### src/rtl/credit_hit_tracker.sv
// credit_hit_tracker
//
// Turns the raw per-pixel ball/credit overlap strobe into one debounced hit
// per ball contact. Overlaps are collected per credit during a frame and
// judged at the next startOfFrame. A credit scores only when it is armed
// (cooldown == 0). Any contact reloads its cooldown, so a ball resting on a
// credit scores once. Scored hits are queued in a pending mask and sent to
// the score logic one per cycle, lowest index first.
//
// Ports
//   clk           system clock
//   reset         synchronous, active-high reset
//   startOfFrame  one-cycle pulse on the first pixel of a frame
//   drawBall      ball covers the current pixel
//   drawCredit    a credit circle covers the current pixel
//   hitIndex      credit under the current pixel (valid with drawCredit)
//   readIndex     credit whose count the display wants
//   number        registered count of credit readIndex (0 if out of range)
//   scorePulse    one-cycle pulse per scored hit
//   scoreIndex    credit index of the current pulse, held between pulses
//   armedMask     bit i set while credit i has no cooldown running
module credit_hit_tracker #(
    parameter int NUM_CREDITS     = 4,
    parameter int COOLDOWN_FRAMES = 8,
    parameter int MAX_VALUE       = 9
) (
    input  logic                   clk,
    input  logic                   reset,
    input  logic                   startOfFrame,
    input  logic                   drawBall,
    input  logic                   drawCredit,
    input  logic [3:0]             hitIndex,
    input  logic [3:0]             readIndex,
    output logic [3:0]             number,
    output logic                   scorePulse,
    output logic [3:0]             scoreIndex,
    output logic [NUM_CREDITS-1:0] armedMask
);

    localparam logic [7:0] COOL = 8'(COOLDOWN_FRAMES);
    localparam logic [3:0] MAXV = 4'(MAX_VALUE);

    typedef enum logic {S_IDLE, S_EMIT} state_t;

    state_t                 state_q, state_d;
    logic [NUM_CREDITS-1:0] touched_q, touched_d;
    logic [NUM_CREDITS-1:0] pending_q, pending_d;
    logic [NUM_CREDITS-1:0] hit_mask;
    logic [NUM_CREDITS-1:0] emit_mask;
    logic [7:0]             cooldown_q [NUM_CREDITS];
    logic [7:0]             cooldown_d [NUM_CREDITS];
    logic [3:0]             value_q    [NUM_CREDITS];
    logic [3:0]             value_d    [NUM_CREDITS];
    logic [3:0]             number_q, number_d;
    logic [3:0]             index_hold_q, index_hold_d;
    logic [3:0]             emit_index;
    logic                   overlap;

    assign overlap = drawBall && drawCredit;

    // Per-credit frame evaluation and overlap accumulation. The clear of the
    // frame-local flag comes before the set so that an overlap on the
    // startOfFrame pixel belongs to the new frame.
    always_comb begin
        touched_d = touched_q;
        hit_mask  = '0;
        for (int i = 0; i < NUM_CREDITS; i++) begin
            cooldown_d[i] = cooldown_q[i];
            value_d[i]    = value_q[i];
            if (startOfFrame) begin
                if (touched_q[i]) begin
                    // Any contact re-blocks the credit; only an armed one scores.
                    cooldown_d[i] = COOL;
                    if (cooldown_q[i] == 8'd0) begin
                        hit_mask[i] = 1'b1;
                        if (value_q[i] != MAXV) begin
                            value_d[i] = value_q[i] + 4'd1;
                        end
                    end
                end else if (cooldown_q[i] != 8'd0) begin
                    cooldown_d[i] = cooldown_q[i] - 8'd1;
                end
                touched_d[i] = 1'b0;
            end
            // Indices at or above NUM_CREDITS never match and are ignored.
            if (overlap && (hitIndex == 4'(i))) begin
                touched_d[i] = 1'b1;
            end
        end
    end

    // Score serializer: while in EMIT the lowest pending credit is presented
    // on the outputs and retired at the next edge. New hits are merged in the
    // same cycle, so a busy serializer never loses a request.
    always_comb begin
        state_d      = state_q;
        emit_index   = 4'd0;
        emit_mask    = '0;
        index_hold_d = index_hold_q;
        for (int i = NUM_CREDITS - 1; i >= 0; i--) begin
            if (pending_q[i]) begin
                emit_index = 4'(i);
            end
        end
        for (int i = 0; i < NUM_CREDITS; i++) begin
            emit_mask[i] = (state_q == S_EMIT) && (emit_index == 4'(i));
        end
        pending_d = (pending_q & ~emit_mask) | hit_mask;
        case (state_q)
            S_IDLE: begin
                if (pending_q != '0) begin
                    state_d = S_EMIT;
                end
            end
            S_EMIT: begin
                index_hold_d = emit_index;
                if (pending_d == '0) begin
                    state_d = S_IDLE;
                end
            end
            default: state_d = S_IDLE;
        endcase
    end

    // Readout mux; out-of-range indices read as zero.
    always_comb begin
        number_d = 4'd0;
        for (int i = 0; i < NUM_CREDITS; i++) begin
            if (readIndex == 4'(i)) begin
                number_d = value_q[i];
            end
        end
    end

    always_ff @(posedge clk) begin
        if (reset) begin
            state_q      <= S_IDLE;
            touched_q    <= '0;
            pending_q    <= '0;
            number_q     <= 4'd0;
            index_hold_q <= 4'd0;
            for (int i = 0; i < NUM_CREDITS; i++) begin
                cooldown_q[i] <= 8'd0;
                value_q[i]    <= 4'd0;
            end
        end else begin
            state_q      <= state_d;
            touched_q    <= touched_d;
            pending_q    <= pending_d;
            number_q     <= number_d;
            index_hold_q <= index_hold_d;
            for (int i = 0; i < NUM_CREDITS; i++) begin
                cooldown_q[i] <= cooldown_d[i];
                value_q[i]    <= value_d[i];
            end
        end
    end

    // EMIT is only ever entered with a non-empty pending mask, so the state
    // alone marks a valid pulse.
    assign scorePulse = (state_q == S_EMIT);
    assign scoreIndex = scorePulse ? emit_index : index_hold_q;
    assign number     = number_q;

    for (genvar gi = 0; gi < NUM_CREDITS; gi++) begin : g_armed
        assign armedMask[gi] = (cooldown_q[gi] == 8'd0);
    end

endmodule

### config.mk
export PLATFORM = sky130hd
export DESIGN_NAME = credit_hit_tracker
export DESIGN_NICKNAME = d
export VERILOG_FILES = /design/src/rtl/credit_hit_tracker.sv
export SDC_FILE = /design/constraint.sdc
export NUM_CORES = 1
export LEC_CHECK = 0
export ABC_AREA = 1
export CAP_MARGIN = 20
export CORE_AREA = 5 5 136 105
export CTS_CLUSTER_DIAMETER = 150
export DETAILED_ROUTE_END_ITERATION = 10
export DIE_AREA = 0 0 141 110
export PLACE_DENSITY = 0.53
export SKIP_CTS_REPAIR_TIMING = 1
export SYNTH_ARGS = -nofsm -noshare
export SYNTH_HDL_FRONTEND = slang
export SYNTH_SLANG_ARGS = --single-unit
### constraint.sdc
create_clock -name clk -period 2.1 [get_ports clk]
set_clock_uncertainty 0.1 [all_clocks]
set_input_delay 0.21 -clock clk [delete_from_list [all_inputs] [get_ports clk]]
set_output_delay 0.21 -clock clk [all_outputs]
set_load 0.05 [all_outputs]
# == Word-level counts from Yosys, hierarchy flattened ==
# Memories as Yosys holds them, arrays and structs flattened.
# Cells that the tools add are included.
# W data, S select, Z words.
# word_totals
register_bits,17
ramBits,48
in_bits,13
mem_count,2
# mem_list
name,words,word_bits,rd,rd_clocked_by_memory_dff,wr,line_no,source
cooldown_q,4,8,4,0,4,50,logic [7:0] cooldown_q [NUM_CREDITS];
value_q,4,4,4,0,4,52,logic [3:0] value_q [NUM_CREDITS];
# classes
add_sub_neg,8
eq_ne,13
mux,68
n_bitwise,12
n_reduce_logical,26
# ops
operator,n
$mux W8,16
$mux W4,28
$logic_not A8 Y1,4
$reduce_bool A8 Y1,4
$sub A8 B1 Y8 const B,4
$eq A4 B2 Y1 const B,6
$mux W1,22
$add A4 B1 Y4 const B,4
$logic_not A4 Y1,4
$ne A4 B4 Y1 const B,4
$eq A4 B1 Y1 const B,3
$logic_and A1 B1 Y1,9
$or A1 B1 Y1,8
$reduce_bool A2 Y1,4
$and A4 B4 Y4,1
$not A4 Y4,1
$or A4 B4 Y4,1
$reduce_bool A4 Y1,1
$mux W2,1
$pmux W1 S2,1
$not A1 Y1,1

# == Depth between registers and ports, before layout ==
# Gate-level depths: netlist (run 1).
# depth
depth_word,12
ltp_mapped,10

# == Worst setup path before layout (run 1) ==
# Ideal clock, no wire load.
# synth_timing
kind,register -> register
startpoint,register state_q (netlist: scorePulse)
endpoint,register index_hold_q[1]
setup_time_ns,0.067
arrival_time_ns,1.936
path_slack_ns,-0.002
path_stages_with_launch,6
n_path_buf,1
synth_period_minus_slack_ns,2.102
cell_sequence,dfxtp_1 -> buf_2 -> nand2_1 -> o22ai_1 -> inv_1 -> nor2_1
# synth_between
elab_chain_cells,1
# synth_rtl
item,line_no,source
from (decl),45,"state_t state_q, state_d;"
from (signal assigned),147,state_q <= state_d;
$mux W4,--,
named net scoreIndex[1],36,"output logic [3:0] scoreIndex,"
to (signal assigned),151,index_hold_q <= index_hold_d;
to (decl),55,"logic [3:0] index_hold_q, index_hold_d;"
# The timed path passes the listed nets, and every way through them passes these cells.
# A chain may end at the register's enable or synchronous reset.

# == Worst setup path after layout (run 1) ==
# layout_timing
startpoint,register state_q (netlist: scorePulse)
endpoint,output port scoreIndex[2]
# layout_between
elab_chain_cells,1
# layout_rtl
item,line_no
$mux W4,--
to (decl),36
# No other way between the ends.

==> impl_metrics.ini, run 1 <==
[grt]
grt_overflow = 0
grt_pass1_wl_mm = 15.41
antenna_found_initial = 0
grtUsageTotal_pct = 12.31
grt_pass1_vias = 3216
grt_max_degree = 31

[logic_synthesis]
yosys-top-cells-count = nor2_1 (100), nand2_1 (90), inv_1 (72)
synth_area_um2 = 3756
ys_types = 25
synth_nets = 583
synth_top_area_share_pct = 34.64
ys_ff_latch = 65
syn_area_per_cell_um2 = 6.780
synth_seq_area_share_pct = 34.64
synth.most_common_cell = nor2_1
synth_top_area_cell = dfxtp_1
yosys_warnings = 0
synth_top_flop_cell = dfxtp_1
async_flop_share_pct = 0
synth_edf_count = 0
synth_cells = 554
ys_top_cells_by_area = dfxtp_1 (35%), nor2_1 (10%), nand2_1 (9.0%)

[run]
cap_violations = 0

[sta]
min_period_ns = 1.994
rsz0062_at_grt = false
finalMaxSlewViolations = 0
hold_slack_ns = 0.1348
fmax_ghz = 0.5016
setup_tns_ns = 0
timing_hold_violations_final = 0
worst_slew_pin_slew_ns = 0.5322
period_share_pct = 94.93
relSlewSlack_pct = 64.41
finalSetupViolations = 0

[pwr]
power_density_nw_per_um2 = 1305
switching_power_w = 0.002513
leakage_nw = 2.007
vdd_ir_drop_max_v = 0.0006987
p_int_w = 0.003444
switching_share_pct = 42.19
p_seq_share_pct = 27.1
pwr-share-clk_pct = 23.0
combPwrFrac_pct = 49.8

[layout]
diodes = 0
syn_to_final_growth_pct = 21.52
layout-drive-gt1-share_pct = 9.540
final_util_pct = 35.68
nets = 614

[placed_design]
hpwl_mm = 6.795
gp_congestion = 0.8322
port_buffers = 25

[routing]
routed_wl_mm = 9.119
drtIter0Drc = 246
wl_per_cell_um = 12.03
drc_errors = 0
ant_nets = 0
via_count = 3494
viasPerCell = 4.609
dr.pass1.iters = 4

[die]
die_area_um2 = 15510
initial_utilization_pct = 29.36
boundaryPins = 26
die_w_um = 141
core-area_um2 = 12790
die_y_um = 110
num_rows = 36

[run_status]
status = finished, final reports clean

[worst_setup_path]
worstPathArrival_ns = 1.68
reg2reg_to = value_q[0][1]
required_ns = 1.79
crit_path_start_kind = register
cp-end-kind = primary output
reg2reg_slack_ns = 0.39
crit_type = reg -> out
cp-endpoint = scoreIndex[2]
cp_max_fo = 9
r2r_start = cooldown_q[0][0]
r2r_cells = 7
startpoint = scorePulse

[clock_network]
cts.clk_slew.worst_paths_ns = 0.05
clock_sinks = 65
clk_latency_ns = 0.33
clock-root-buffer = clkbuf_16
cts_tree = yes
clockBufferDepth = 2
numCtsBuffers = 9
htree_levels = 3

[worst_hold_path]
min_path_type = in -> reg
per-layer routing:
layer | global-route usage (%) | share of wire, % | up-vias
li1 | - | - | 1845
met1 | 17.04 | 54 | 1589
met2 | 18.61 | 41 | 50
met3 | 3.277 | 3.5 | 10
met4 | 4.219 | 1.5 | 0
met5 | 0 | 0 | -
registers in the layout, indices dropped and copies added, names as in the netlist:
signal / cells
number: 4
touched_q: 4
scorePulse: 1
index_hold_q: 4
pending_q: 4
value_q: 16
cooldown_q: 32
per-stage QoR:
stage / std cells / cell area (um^2) / total power (W) / setup slack, ns
2_1_floorplan: 554 / 3762 / 0.003822 / 0.3277
3_3_place_gp: 745 / 4289 / 0.004593 / 0.3394
3_5_place_dp: 745 / 4289 / 0.004610 / 0.2827
4_1_cts: 758 / 4559 / 0.006028 / 0.02472
5_1_grt: 758 / 4564 / 0.006434 / 0.002988
6_report: 758 / 4564 / 0.005957 / 0.1065
worst max-delay path, stage by stage, from the launching register on:
cell and delay, ns:
dfxtp_1 0.41, nor2_1 0.14, clkdlybuf4s50_1 0.81
worst min-delay path by stage:
stage / from / to / cells past startpoint
after floorplan: hitIndex[1] / touched_q[2] / 2
after global placement: index_hold_q[3] / index_hold_q[3] / 2
after detailed placement: index_hold_q[3] / index_hold_q[3] / 2
after CTS: reset / cooldown_q[3][6] / 2
after global routing: reset / cooldown_q[1][6] / 2
final: reset / cooldown_q[1][6] / 2
cell usage in the layout, fill, tap and decap left out, drive strengths merged:
cell type,count
nor2,113
nand2,100
inv,76
dfxtp,65
nand3,53
a21oi,44
o21ai,27
nand4,19
xor2,17
ha,16
clkdlybuf4s50,16
clkbuf,13
buf,12
o22ai,9
nor3,3
xnor2,2
dlymetal6s2s,2
power by group through the flow:
stage	clock network (W)	logic, W	registers, W
final	0.00137	0.00297	0.00162
after global routing	0.00147	0.00332	0.00164
after CTS	0.00142	0.00299	0.00161
after detailed placement	0	0.00298	0.00163
after global placement	0	0.00296	0.00163
after floorplan	0	0.00223	0.00159
layout make-up:
type | count | area (um^2)
Timing Repair Buffer | 30 | 360.3
Clock buffer | 13 | 270.3
Multi-Input combinational cell | 403 | 2133
Fill cell | 1371 | 8228
Inverter | 76 | 285.3
Tap cell | 171 | 214.0
Sequential cell | 65 | 1301
kinds of logic after synthesis:
group / after synthesis / synth area share [%]
and+or+nand+nor: 288 / 35.61
buffers and inverters: 86 / 8.727
AOI/OAI and AO/OA: 80 / 11.26
DFF: 65 / 34.64
xor gates and xnor gates: 19 / 4.430
adders and majority gates: 16 / 5.330
Note: power is estimated with default switching activity, not from simulation.
==> run 2, diff against run 1 <==
--- a/config.mk
+++ b/config.mk
@@ -8,10 +8,8 @@
 export ABC_AREA = 1
 export CAP_MARGIN = 20
 export CORE_AREA = 5 5 136 105
-export CTS_CLUSTER_DIAMETER = 150
 export DETAILED_ROUTE_END_ITERATION = 10
 export DIE_AREA = 0 0 141 110
-export PLACE_DENSITY = 0.53
 export SKIP_CTS_REPAIR_TIMING = 1
 export SYNTH_ARGS = -nofsm -noshare
 export SYNTH_HDL_FRONTEND = slang
==> impl_metrics.ini, run 2 (synthesis results as in run 1) <==
[routing]
ant_nets = 0
drtIter0Drc = 259
top_layer_used = met4
viasPerCell = 4.628
wl_met3_um = 574
via_count = 3513
wl_per_cell_um = 11.92
dr.pass1.iters = 5
wl_met2_mm = 3.763
routed_wl_mm = 9.048
drc_errors = 0
m1WireLength_mm = 4.628

[layout]
multiInputGateArea_um2 = 2133
layout-drive-gt1-share_pct = 9.524
num-fill-cells = 1331
final_cell_mix = nor2_1 (100), nand2_1 (90), inv_1 (72)
seq_area_um2 = 1301
layout_commonest_cell = nor2_1
diodes = 0
nets = 612
syn_to_final_growth_pct = 22.02
max_flop_register = cooldown_q
largest_reg_flops = 32
top_regs = cooldown_q (32), value_q (16)

[placed_design]
hpwl_mm = 6.509
port_buffers = 25
place_ws_ns = 0.2503
gp_congestion = 0.8424

[worst_setup_path]
r2r_start = cooldown_q[1][0]
worstPathArrival_ns = 1.62
required_ns = 1.79
crit_type = reg -> out
cp_num_buf_inv = 2
crit_chain = inv_1 -> ha_1 -> nand3_1 -> nor2_4 -> buf_12
slowest_stage = dfxtp_1
cp-end-kind = primary output
crit_family = simple AND/OR/NAND/NOR gates
cpPeakStageDelay_ns = 0.30
cp_max_fo = 7
crit_path_start_kind = register
startpoint = cooldown_q[0][0]

[grt]
grt_pass1_vias = 3247
grt_overflow = 0
antenna_found_initial = 0
grt_pass1_wl_mm = 15.07
grt_max_degree = 54
grtUsageTotal_pct = 11.99

[clock_network]
clock_sinks = 65
clk_latency_ns = 0.33
clock-root-buffer = clkbuf_16
cts.clk_slew.worst_paths_ns = 0.05
numCtsBuffers = 9
cts_tree = yes
htree_levels = 3
clockBufferDepth = 2

[run_status]
status = finished, final reports clean

[worst_hold_path]
min_path_type = in -> reg
hp-start = reset

[die]
die_y_um = 110
core-area_um2 = 12790
boundaryPins = 26
num_rows = 36
die_area_um2 = 15510
die_w_um = 141
initial_utilization_pct = 29.36

[sta]
fmax_ghz = 0.5181
setup_tns_ns = 0
min_period_ns = 1.930
finalMaxSlewViolations = 0
period_share_pct = 91.92
worst_slew_pin_slew_ns = 0.5885
setup_slack_ns = 0.1697
finalSetupViolations = 0
timing_hold_violations_final = 0
rsz0062_at_grt = false
relSlewSlack_pct = 60.77

[run]
cap_violations = 0

[pwr]
power_density_nw_per_um2 = 1333
leakage_nw = 1.981
vdd_ir_drop_max_v = 0.0005355
run 2: cell count changes in the layout (fill, tap and decap cells not counted):
cell	change
dlymetal6s2s_1	-2
bufinv_16	+1
buf_4	-2
clkbuf_1	+1
clkinv_2	+1
clkdlybuf4s50_1	+2
run 2: cell type report:
class                   count  share of cell area (%)
repair buffers             28                   7.426
clock buffers              14                   5.979
clock inverters             2                  0.7644
multi-input cells         403                   46.55
well taps                 171                   4.668
flip-flops and latches     65                   28.39
inverters                  76                   6.224
run 2: metal layers:
layer	vias up	GRT usage, %
met1	1570	16.12
li1	1848	-
met5	-	0
met2	86	18.31
met3	9	4.485
met4	0	2.905
run 2: through the flow:
stage                     utilization (%)  total power, W  hold slack, ns  area [um^2]  cells
after detailed placement            33.41        0.004582          0.3313         4274    743
after floorplan                         -        0.003822          0.2771         3762    554
after global routing                35.83        0.006569          0.3069         4583    759
after global placement              33.41        0.004516          0.3356         4274    743
final                               35.83        0.006109          0.2965         4583    759
after CTS                           35.83        0.006155          0.2897         4583    759
run 2: worst reg2reg max path: stages, from the launching register on:
cell and delay (ns):
dfxtp_1 0.31, inv_1 0.17, ha_1 0.20, nand3_1 0.17, nor2_4 0.24, nand2_2 0.07, nand2_2 0.16, nor2_1 0.08
nor2_1 0.08, nor2_1 0.04
run 2: final timing paths:
check | to | slack [ns] | cells past startpoint
setup / recovery | armedMask[0] | 0.17 | 5
hold / removal | value_q[3][2] | 0.30 | 4
setup reg to reg | cooldown_q[1][7] | 0.36 | 9
hold reg to reg | index_hold_q[3] | 0.34 | 2
run 2: where the power goes:
part	internal, W	switching, W
clock network	0.00101	0.000526
registers	0.00143	0.000183
logic	0.00111	0.00184
total	0.00356	0.00255
